### config.mk
export PLATFORM = sky130hd
export DESIGN_NAME = eh2_amo_responder
export DESIGN_NICKNAME = d
export VERILOG_FILES = /design/src/rtl/eh2_pkg.sv /design/src/rtl/eh2_amo_responder_alu.sv /design/src/rtl/eh2_amo_responder.sv
export SDC_FILE = /design/constraint.sdc
export NUM_CORES = 1
export LEC_CHECK = 0
export CAP_MARGIN = 20
export CORE_ASPECT_RATIO = 1.25
export CORE_UTILIZATION = 40
export CTS_CLUSTER_SIZE = 16
export DETAILED_ROUTE_END_ITERATION = 10
export PLACE_DENSITY = 0.72
export SLEW_MARGIN = 20
export SYNTH_ARGS = -nofsm -noshare
export SYNTH_HDL_FRONTEND = slang
export SYNTH_HIERARCHICAL = 1
export SYNTH_SLANG_ARGS = --single-unit
export TNS_END_PERCENT = 50
### constraint.sdc
create_clock -name clk -period 6 [get_ports clk]
set_clock_uncertainty 0.2 [all_clocks]
set_input_delay 0.6 -clock clk [delete_from_list [all_inputs] [get_ports clk]]
set_output_delay 0.6 -clock clk [all_outputs]
set_load 0.05 [all_outputs]
### src/rtl/eh2_pkg.sv
// Shared types for the eh2 atomic responder: funct5 op codes, FSM states and the
// LR reservation record.
package eh2_pkg;

  typedef enum logic [4:0] {
    AMO_ADD  = 5'd0,
    AMO_SWAP = 5'd1,
    AMO_LR   = 5'd2,
    AMO_SC   = 5'd3,
    AMO_XOR  = 5'd4,
    AMO_OR   = 5'd8,
    AMO_AND  = 5'd12,
    AMO_MIN  = 5'd16,
    AMO_MAX  = 5'd20,
    AMO_MINU = 5'd24,
    AMO_MAXU = 5'd28
  } eh2_amo_op_e;

  typedef enum logic [2:0] {
    ST_IDLE = 3'd0,
    ST_RD   = 3'd1,
    ST_CALC = 3'd2,
    ST_WR   = 3'd3,
    ST_RSP  = 3'd4
  } eh2_amo_state_e;

  // Word addresses are stored at the widest possible width and compared zero-extended.
  localparam int unsigned EH2_RESV_AW = 30;

  typedef struct packed {
    logic                   valid;
    logic [EH2_RESV_AW-1:0] waddr;
  } eh2_amo_resv_t;

  function automatic logic amo_op_supported(input logic [4:0] op);
    case (op)
      5'd0, 5'd1, 5'd2, 5'd3, 5'd4, 5'd8, 5'd12,
      5'd16, 5'd20, 5'd24, 5'd28: return 1'b1;
      default:                    return 1'b0;
    endcase
  endfunction

endpackage

### src/rtl/eh2_amo_responder_alu.sv
// Combinational AMO update: new = f(op, old, data). Min/max use a 33-bit subtract;
// the signed forms flip both sign bits first. Ties keep the old word.
module eh2_amo_responder_alu
  import eh2_pkg::*;
(
  input  logic [4:0]  op,
  input  logic [31:0] old,
  input  logic [31:0] data,
  output logic [31:0] result
);

  logic [32:0] diff_u;
  logic [32:0] diff_s;
  logic        lt_u;
  logic        lt_s;
  logic        eq;

  // Compare old against data, then select the updated word.
  always_comb begin
    diff_u = {1'b0, old} - {1'b0, data};
    diff_s = {1'b0, old ^ 32'h8000_0000} - {1'b0, data ^ 32'h8000_0000};
    lt_u   = diff_u[32];
    lt_s   = diff_s[32];
    eq     = (diff_u[31:0] == 32'd0);
    case (op)
      AMO_ADD:          result = old + data;
      AMO_SWAP, AMO_SC: result = data;
      AMO_XOR:          result = old ^ data;
      AMO_OR:           result = old | data;
      AMO_AND:          result = old & data;
      AMO_MIN:          result = (lt_s | eq) ? old : data;
      AMO_MAX:          result = lt_s ? data : old;
      AMO_MINU:         result = (lt_u | eq) ? old : data;
      AMO_MAXU:         result = lt_u ? data : old;
      default:          result = old;
    endcase
  end

endmodule

### src/rtl/eh2_amo_responder.sv
// Memory-side RISC-V atomic responder (AMO/LR/SC) in front of a 1-cycle word SRAM.
// Define RV_AMO_RESERVATION_EN to build the per-thread LR reservation slots.
module eh2_amo_responder
  import eh2_pkg::*;
#(
  parameter int MEM_AW      = 14,
  parameter int NUM_THREADS = 2,
  localparam int TW = (NUM_THREADS > 1) ? $clog2(NUM_THREADS) : 1
) (
  input  logic              clk,
  input  logic              rst,
  input  logic              req_valid,
  output logic              req_ready,
  input  logic [31:0]       req_addr,
  input  logic [4:0]        req_op,
  input  logic [31:0]       req_data,
  input  logic [TW-1:0]     req_tid,
  output logic              rsp_valid,
  input  logic              rsp_ready,
  output logic [31:0]       rsp_data,
  output logic              rsp_err,
  output logic [TW-1:0]     rsp_tid,
  output logic              mem_en,
  output logic              mem_wen,
  output logic [MEM_AW-1:0] mem_addr,
  output logic [31:0]       mem_wdata,
  input  logic [31:0]       mem_rdata,
  input  logic              ext_wr_valid,
  input  logic [31:0]       ext_wr_addr
);

  eh2_amo_state_e    state;
  logic [MEM_AW-1:0] lat_waddr;
  logic [4:0]        lat_op;
  logic [31:0]       lat_data;
  logic [TW-1:0]     lat_tid;
  logic [31:0]       new_val;
  logic [31:0]       rsp_val;
  logic              rsp_er;

  logic              accept;
  logic              req_err;
  logic              sc_ok;
  logic [MEM_AW-1:0] req_waddr;
  logic [31:0]       alu_result;

  assign req_ready = (state == ST_IDLE) & ~rst;
  assign accept    = req_valid & req_ready;
  assign req_waddr = req_addr[MEM_AW+1:2];
  assign req_err   = (req_addr[1:0] != 2'b00) | ~amo_op_supported(req_op);

  eh2_amo_responder_alu u_alu (
    .op     (lat_op),
    .old    (mem_rdata),
    .data   (lat_data),
    .result (alu_result)
  );

  // Request FSM; the response word is prepared on the way so RSP only holds it.
  always_ff @(posedge clk) begin
    if (rst) begin
      state     <= ST_IDLE;
      lat_waddr <= '0;
      lat_op    <= 5'd0;
      lat_data  <= 32'd0;
      lat_tid   <= '0;
      new_val   <= 32'd0;
      rsp_val   <= 32'd0;
      rsp_er    <= 1'b0;
    end else begin
      case (state)
        ST_IDLE: begin
          if (accept) begin
            lat_waddr <= req_waddr;
            lat_op    <= req_op;
            lat_data  <= req_data;
            lat_tid   <= req_tid;
            if (req_err) begin
              rsp_val <= 32'd0;
              rsp_er  <= 1'b1;
              state   <= ST_RSP;
            end else if (req_op == AMO_SC) begin
              rsp_er <= 1'b0;
              if (sc_ok) begin
                rsp_val <= 32'd0;
                new_val <= req_data;
                state   <= ST_WR;
              end else begin
                rsp_val <= 32'd1;
                state   <= ST_RSP;
              end
            end else begin
              rsp_er <= 1'b0;
              state  <= ST_RD;
            end
          end
        end
        ST_RD:   state <= ST_CALC;
        ST_CALC: begin
          rsp_val <= mem_rdata;
          new_val <= alu_result;
          state   <= (lat_op == AMO_LR) ? ST_RSP : ST_WR;
        end
        ST_WR:   state <= ST_RSP;
        ST_RSP:  if (rsp_ready) state <= ST_IDLE;
        default: state <= ST_IDLE;
      endcase
    end
  end

  // Idle outputs read as zero; rst kills the strobe so an aborted WR writes nothing.
  assign mem_en    = ~rst & ((state == ST_RD) | (state == ST_WR));
  assign mem_wen   = ~rst & (state == ST_WR);
  assign mem_addr  = mem_en ? lat_waddr : '0;
  assign mem_wdata = mem_wen ? new_val : 32'd0;
  assign rsp_valid = ~rst & (state == ST_RSP);
  assign rsp_data  = rsp_valid ? rsp_val : 32'd0;
  assign rsp_err   = rsp_valid & rsp_er;
  assign rsp_tid   = rsp_valid ? lat_tid : '0;

`ifdef RV_AMO_RESERVATION_EN
  eh2_amo_resv_t resv [NUM_THREADS];
  logic          unused_bits;

  assign sc_ok = resv[req_tid].valid &
                 (resv[req_tid].waddr == EH2_RESV_AW'(req_waddr));
  assign unused_bits = ^{req_addr[31:MEM_AW+2], ext_wr_addr[31:MEM_AW+2], ext_wr_addr[1:0]};

  // Clears (external write, own write, any SC) first; a same-cycle LR set overrides.
  always_ff @(posedge clk) begin
    if (rst) begin
      for (int i = 0; i < NUM_THREADS; i++) resv[i] <= '0;
    end else begin
      for (int i = 0; i < NUM_THREADS; i++) begin
        if ((ext_wr_valid & (resv[i].waddr == EH2_RESV_AW'(ext_wr_addr[MEM_AW+1:2]))) |
            (mem_wen & (resv[i].waddr == EH2_RESV_AW'(lat_waddr))) |
            (accept & (req_op == AMO_SC) & (req_tid == TW'(i)))) begin
          resv[i].valid <= 1'b0;
        end
        if ((state == ST_CALC) & (lat_op == AMO_LR) & (lat_tid == TW'(i))) begin
          resv[i] <= '{valid: 1'b1, waddr: EH2_RESV_AW'(lat_waddr)};
        end
      end
    end
  end
`else
  logic unused_bits;

  assign sc_ok       = 1'b0;
  assign unused_bits = ^{req_addr[31:MEM_AW+2], ext_wr_valid, ext_wr_addr};
`endif

endmodule

==> implementation parameters, run 1 <==
Parameter                              Value

Cells and area
  Share of cells above drive strength 1 ... 8.73%
  Top library cells by usage in the layout, fill and taps aside ... 229 x sky130_fd_sc_hd__nand2_1, 131 x sky130_fd_sc_hd__a21oi_1, 125 x sky130_fd_sc_hd__clkdlybuf4s50_1, 119 x sky130_fd_sc_hd__dfxtp_1, 104 x sky130_fd_sc_hd__nor2_1
  Design area ... 0.0140 mm^2
  Most frequent standard cell in the layout excluding fill and tap cells ... sky130_fd_sc_hd__nand2_1
  Layout net count ... 1911
  Number of diodes added for antenna fixing ... 0
  Number of filler cells placed in the layout ... 2578
  Area Overhead vs Synth ... 27.2%

Critical path
  Crit path arrival time ... 5.41 ns
  Master of the slowest instance on the critical path ... sky130_fd_sc_hd__a2111oi_0
  Critical Path Fanout Max ... 11
  Required arrival time at the worst endpoint ... 6.16 ns
  Ordered list of cells on the worst path ... clkdlybuf4s50_1 -> inv_1 -> ha_1 -> nor2b_1 -> nor4_1 -> a2111oi_0 -> nor3_1 -> a21oi_1 -> mux2i_1 -> nor4_1 -> nand4bb_1 -> o21ai_0 -> nand3_1 -> a221oi_1 -> nand2_1 -> a21oi_1
  Crit. End Element ... flop
  Critical path depth ... 16
  Family with the most delay on the worst path ... simple AND/OR/NAND/NOR gates
  Worst reg-to-reg setup slack ... 1.11 ns
  Critical path buffers and inverters ... 2
  Delay of the slowest cell on the worst path ... 0.82 ns
  Worst Path Class, Setup ... in -> reg
  Critical Path Source Type ... input pin
  Number of cells on the worst reg-to-reg path ... 15

Flow run
  Max-Cap Viols ... 0

Hold path
  Number of cells on the worst hold path ... 2
  HP Class ... reg -> reg

Logic synthesis
  Most common flop cell mapped by yosys ... sky130_fd_sc_hd__dfxtp_1
  Number of distinct library cell variants in the gate-level netlist after synthesis ... 91
  Syn avg cell area ... ~7 um^2
  Mapped Nets ... 1778
  Number of synthesized flops with an enable pin ... 0
  Total of warnings raised by yosys ... 6
  Post-synth ARST share ... 0%
  Count of state elements after synthesis ... 120
  Sequential area share after synthesis ... 21.8%
  Synthesized netlist cell count ... 1540
  Netlist area before placement ... around 0.011 mm^2

Timing
  Worst-margin pin slew ... 0.888 ns
  Final Max Tran Viols ... 0
  Slew margin rel. ... 39.3%
  Final period utilization ... about 88%
  Fin. Hold Viols ... 0
  Crit path time final ... 5.25 ns
  Setup TNS ... 0 ns
  Final setup vio count ... 0
  Peak clock frequency supported by timing ... around 190 MHz
  Unrepaired setup endpoints after global routing ... no

Clock tree
  Deepest clock path buffer count ... 2
  Clock buffers created by TritonCTS ... 17
  TritonCTS clock tree ... built
  Clock slew at the register clock pins of the worst setup and hold paths ... 0.06 ns
  CTS resizes ... 0
  H-tree lvl count ... 4
  Clk sinks ... 120
  Clock latency reported for the late side of the worst-skew pair ... 0.43 ns
  Cell chosen for the clock root ... sky130_fd_sc_hd__clkbuf_16
  Hold-fix buffer count after cts ... 0
  Number of post-CTS setup repair buffers ... 0

Floorplanning
  Row count ... 67
  IO Count ... 223
  Die boundary width ... between 150 and 200 um
  Area inside the core boundary ... 0.0269 mm^2
  Die Y ... 188 um
  Starting density of the core ... about two fifths
  Die Footprint ... 0.0282 mm^2

Power and ir drop
  Power density over the cells ... 228 mW/mm^2
  Static Leakage ... 5.73 nW
  IR drop worst, VDD ... 0.198 mV

Global routing
  Total grt overflow ... 0
  Number of global-route vias before repair ... 11400
  Maximum number of pins on one net before global-route repair ... about 110
  Initial antenna violation count ... 0
  Total global-route track usage ... 28.0%
  Global-route wire length before repair ... 61.9 mm

Drt
  Routed wire length ... 39.5 mm
  DR vias/cell ... 5.87
  Residual DRC ... 0
  Routed Antenna Nets ... 0
  Pre-Repair DR Iteration Count ... 5
  Number of DRC markers after the initial detailed-route iteration ... 747
  Routed len/inst ... 19.5 um
  Total via count in the routed design ... 11900

Placement
  Area after DPL ... 0.0133 mm^2
  IO Port Bufs ... 173
  RePlAce Congestion ... 0.927
  Placed wire-length estimate ... 28.7 mm

Run status
  Status ... completed
==> where the power goes <==
group | switching [mW] | internal, mW | total [mW]
combinational | 0.711 | 0.455 | 1.17
sequential | 0.0380 | 0.834 | 0.872
clock | 0.385 | 0.775 | 1.16
total | 1.13 | 2.06 | 3.20
==> per-layer routing <==
metal / global-route usage [%] / up-vias / share of wire (%)
met5: 0 / - / 0
met4: 11.5 / 0 / 3.1
met3: 3.87 / 75 / 4.4
met2: 48.2 / 396 / 50
met1: 34.6 / 5692 / 43
li1: - / 5756 / -
==> area by class of cell <==
class / count / area [um^2] / share of cell area [%]
Clock buffer: 22 / 484 / 3.45
Sequential cell: 120 / 2400 / 17.1
Multi-Input combinational cell: 1213 / 7770 / 55.4
Inverter: 104 / 390 / 2.78
Clock inverter: 8 / 168 / 1.20
Timing Repair Buffer: 217 / 2370 / 16.9
Tap cell: 345 / 432 / 3.08
==> cells by family after synthesis <==
group / count (synthesis) / share of synthesized area (%)
AOI/OAI and AO/OA: 484 / 29.6
xor gates and xnor gates: 32 / 2.54
adders and majority gates: 100 / 11.5
buffers and inverters: 207 / 7.76
DFF: 120 / 21.8
muxes: 8 / 0.783
and+or+nand+nor: 589 / 26.1
==> tightest hold or removal path, delay by kind of cell (launching register included) <==
kind / cells / cell delay [ns]
compound gates: 1 / 0.05
simple gates: 1 / 0.05
flops: 1 / 0.30
==> state kept, by name (all words and copies together), names as in the netlist <==
signal / cells
state: 3
lat_waddr: 14
lat_tid: 1
rsp_er: 1
lat_data: 32
lat_op: 5
new_val: 32
rsp_val: 32
==> stage by stage <==
step | hold WS [ns] | setup slack (ns) | power, mW | utilization [%] | cells
after floorplan | 0.224 | 1.72 | 1.67 | - | 1540
after global placement | 0.232 | 0.476 | 2.01 | 49.5 | 1997
after detailed placement | 0.240 | 0.442 | 2.03 | 49.5 | 1997
after CTS | 0.248 | 0.880 | 3.20 | 51.9 | 2027
after global routing | 0.265 | 0.552 | 3.36 | 52.1 | 2029
final | 0.245 | 0.748 | 3.20 | 52.1 | 2029
==> path summary, 6_finish.rpt <==
kind,from,end
max,mem_rdata[25],new_val[2]$_SDFFE_PP0N_
min,lat_tid$_SDFFE_PP0P_,lat_tid$_SDFFE_PP0P_
max reg2reg,lat_data[1]$_SDFFE_PP0P_,new_val[6]$_SDFFE_PP0N_
min reg2reg,lat_tid$_SDFFE_PP0P_,lat_tid$_SDFFE_PP0P_
==> cells in the mapped netlist, types with 15 or more instances <==
library cell,n,area share (%)
sky130_fd_sc_hd__a21o_1,18,1.2
sky130_fd_sc_hd__a21oi_1,131,5.9
sky130_fd_sc_hd__a221o_1,23,2.1
sky130_fd_sc_hd__a22o_1,32,2.5
sky130_fd_sc_hd__and2_1,56,3.2
sky130_fd_sc_hd__and3_1,42,2.4
sky130_fd_sc_hd__clkbuf_1,69,2.4
sky130_fd_sc_hd__dfxtp_1,120,22
sky130_fd_sc_hd__ha_1,97,11
sky130_fd_sc_hd__inv_1,102,3.5
sky130_fd_sc_hd__nand2_1,229,7.8
sky130_fd_sc_hd__nand2b_1,17,0.97
sky130_fd_sc_hd__nand3_1,26,1.2
sky130_fd_sc_hd__nand4_1,15,0.85
sky130_fd_sc_hd__nor2_1,105,3.6
sky130_fd_sc_hd__nor2b_1,17,0.97
sky130_fd_sc_hd__nor3_1,21,0.95
sky130_fd_sc_hd__nor4_1,20,1.1
sky130_fd_sc_hd__o21ai_0,52,2.4
sky130_fd_sc_hd__o21ai_1,54,2.5
sky130_fd_sc_hd__o22ai_1,26,1.5
sky130_fd_sc_hd__o31ai_1,19,1.3
sky130_fd_sc_hd__xnor2_1,30,2.4
Power figures use the tool's default switching activity.
==> inputs of run 2 (changes only) <==
--- a/config.mk
+++ b/config.mk
@@ -10,7 +10,9 @@
 export CORE_UTILIZATION = 40
 export CTS_CLUSTER_SIZE = 16
 export DETAILED_ROUTE_END_ITERATION = 10
+export MAX_ROUTING_LAYER = met4
 export PLACE_DENSITY = 0.72
+export SETUP_SLACK_MARGIN = 0.1
 export SLEW_MARGIN = 20
 export SYNTH_ARGS = -nofsm -noshare
 export SYNTH_HDL_FRONTEND = slang
==> run 2 against run 1 <==
Non-clock buffer count rose by 9. Flip-flop and latch count unchanged. Combinational power is essentially flat. Clock-buffer cell count increased by 2. Fmax up 0.64%. Cell count increased by 0.54%. Sequential power grew 0.9%. Register-to-register slack lost 0.13 ns. Clock power down 7%. Worst hold slack worse by 0.0018 ns. Critical endpoint is now new_val[6]$_SDFFE_PP0N_. Largest cell class unchanged.
==> implementation parameters, run 2 (synthesized netlist as in run 1, its figures left out) <==
Parameter                              Value

Placement
  IO Port Bufs ... 173 (unchanged)
  Placed wire-length estimate ... 28.9 mm (was 28.7 mm)
  RePlAce Congestion ... 0.949 (was 0.927)

Timing
  Unrepaired setup endpoints after global routing ... no (unchanged)
  Crit path time final ... 5.22 ns (was 5.25 ns)
  Fin. Hold Viols ... 0 (unchanged)
  Worst hold slack across all endpoints ... 0.243 ns (was 0.245 ns)
  Setup TNS ... 0 ns (unchanged)
  Slew margin rel. ... 36.6% (was 39.3%)
  Final period utilization ... 87.0% (was 87.5%)
  Worst-margin pin slew ... 0.942 ns (was 0.888 ns)
  Final setup vio count ... 0 (unchanged)
  Final Max Tran Viols ... 0 (unchanged)
  Peak clock frequency supported by timing ... 192 MHz (was 190 MHz)

Critical path
  Worst Path Class, Setup ... in -> reg (unchanged)
  Critical Path Source Type ... input pin (unchanged)
  Required arrival time at the worst endpoint ... 6.08 ns (was 6.16 ns)
  Critical Path Fanout Max ... 22 (was 11)
  Crit. End Element ... flop (unchanged)
  Crit path arrival time ... 5.30 ns (was 5.41 ns)
  Number of cells on the worst reg-to-reg path ... 15 (unchanged)

Drt
  Routed Antenna Nets ... 0 (unchanged)
  Residual DRC ... 0 (unchanged)
  Number of DRC markers after the initial detailed-route iteration ... 738 (was 747)
  DR vias/cell ... 5.86 (was 5.87)
  Routed len/inst ... 19.4 um (was 19.5 um)
  Pre-Repair DR Iteration Count ... 5 (unchanged)
  Routed wire length ... 39.6 mm (was 39.5 mm)
  Total via count in the routed design ... 12000 (was 11900)

Hold path
  HP Class ... reg -> reg (unchanged)
  Number of cells on the worst hold path ... 2 (unchanged)

Floorplanning
  Starting density of the core ... 40.9% (unchanged)
  Die boundary width ... 150 um (unchanged)
  Row count ... 67 (unchanged)
  Area inside the core boundary ... 0.0269 mm^2 (unchanged)
  Die Footprint ... 0.0282 mm^2 (unchanged)
  Die Y ... 188 um (unchanged)
  IO Count ... 223 (unchanged)

Cells and area
  Share of cells above drive strength 1 ... 9.21% (was 8.73%)
  Top library cells by usage in the layout, fill and taps aside ... 229 x sky130_fd_sc_hd__nand2_1, 131 x sky130_fd_sc_hd__a21oi_1, 125 x sky130_fd_sc_hd__clkdlybuf4s50_1, 119 x sky130_fd_sc_hd__dfxtp_1, 104 x sky130_fd_sc_hd__nor2_1 (unchanged)
  Biggest registers after layout ... lat_data x32, new_val x32, rsp_val x32 (unchanged)
  Most frequent standard cell in the layout excluding fill and tap cells ... sky130_fd_sc_hd__nand2_1 (unchanged)
  Area Overhead vs Synth ... 27.5% (was 27.2%)
  Layout net count ... 1920 (was 1911)

Clock tree
  Deepest clock path buffer count ... 2 (unchanged)
  Clock latency reported for the late side of the worst-skew pair ... 0.43 ns (about the same)
  Clk sinks ... 120 (unchanged)
  Clock slew at the register clock pins of the worst setup and hold paths ... 0.06 ns (about the same)
  CTS resizes ... 0 (unchanged)
  Hold-fix buffer count after cts ... 0 (unchanged)
  Cell chosen for the clock root ... sky130_fd_sc_hd__clkbuf_16 (unchanged)
  H-tree lvl count ... 4 (unchanged)
  Clock buffers created by TritonCTS ... 17 (unchanged)
  TritonCTS clock tree ... built (unchanged)
  Number of post-CTS setup repair buffers ... 0 (unchanged)

Global routing
  Total global-route track usage ... 29.2% (was 28.0%)
  Maximum number of pins on one net before global-route repair ... 108 (unchanged)
  Number of global-route vias before repair ... 11800 (was 11400)
  Initial antenna violation count ... 0 (unchanged)
  Total grt overflow ... 0 (unchanged)
  Global-route wire length before repair ... 62.6 mm (was 61.9 mm)

Power and ir drop
  IR drop worst, VDD ... 0.197 mV (was 0.198 mV)
  Power density over the cells ... 224 mW/mm^2 (was 228 mW/mm^2)
  Static Leakage ... 5.75 nW (was 5.73 nW)

Flow run
  Max-Cap Viols ... 0 (unchanged)

Run status
  Status ... completed (unchanged)
run 2: changes by cell type in the layout (fill, tap and decap cells not counted):
cell	previous run	this run
sky130_fd_sc_hd__clkinvlp_4	1	2
sky130_fd_sc_hd__buf_4	58	67
sky130_fd_sc_hd__bufinv_16	5	3
sky130_fd_sc_hd__diode_2	0	1
sky130_fd_sc_hd__clkbuf_8	4	5
sky130_fd_sc_hd__clkbuf_1	1	2
run 2: area by class of cell:
cell class,count,area (um^2)
multi-input cells,1213,7770
flip-flops and latches,120,2400
fillers,2606,12900
repair buffers,226,2440
diodes,1,2.50
inverters,104,390
well taps,345,432
clock buffers,24,502
clock inverters,7,115
run 2: worst paths after layout:
check	from	to	slack, ns
setup / recovery	mem_rdata[2]	new_val[6]$_SDFFE_PP0N_	0.78
hold / removal	lat_waddr[4]$_SDFFE_PP0P_	lat_waddr[4]$_SDFFE_PP0P_	0.24
setup reg to reg	lat_data[1]$_SDFFE_PP0P_	new_val[6]$_SDFFE_PP0N_	0.98
hold reg to reg	lat_waddr[4]$_SDFFE_PP0P_	lat_waddr[4]$_SDFFE_PP0P_	0.24
run 2: worst max-delay path: stages:
cell	delay, ns
sky130_fd_sc_hd__clkdlybuf4s50_1	0.63
sky130_fd_sc_hd__inv_1	0.10
sky130_fd_sc_hd__ha_1	0.39
sky130_fd_sc_hd__nand2b_1	0.15
sky130_fd_sc_hd__o311ai_4	0.13
sky130_fd_sc_hd__a2111oi_2	0.51
sky130_fd_sc_hd__o31a_1	0.25
sky130_fd_sc_hd__o21a_1	0.30
sky130_fd_sc_hd__mux2_4	0.33
sky130_fd_sc_hd__a221oi_2	0.37
sky130_fd_sc_hd__and4bb_4	0.27
sky130_fd_sc_hd__o31a_4	0.33
sky130_fd_sc_hd__or2_4	0.39
sky130_fd_sc_hd__a221o_1	0.38
sky130_fd_sc_hd__nand2_1	0.09
sky130_fd_sc_hd__a21oi_1	0.06
run 2: metrics by stage:
stage          std cells  cell area, um^2  util [%]  setup WS [ns]  power (mW)
6_report            2040            14100      52.2          0.782        3.14
5_1_grt             2039            14100      52.2          0.605        3.31
4_1_cts             2037            14000      52.0          0.853        3.14
3_5_place_dp        2006            13400      49.8          0.416        2.04
3_3_place_gp        2006            13400      49.8          0.423        2.03
2_1_floorplan       1540            11000         -           1.72        1.67
run 2: metal layers:
metal	up-vias	wire, um	GRT usage (%)
met5	-	0	-
met2	418	19600	48.8
met4	0	1440	13.1
li1	5770	-	-
met1	5679	16600	34.1
met3	83	1990	4.28
run 2: power by group:
| part | switching, mW | internal (mW) | total, mW |
|---|---|---|---|
| Combinational | 0.711 | 0.467 | 1.18 |
| Clock | 0.380 | 0.705 | 1.08 |
| Sequential | 0.0453 | 0.834 | 0.880 |
| Total | 1.14 | 2.01 | 3.14 |
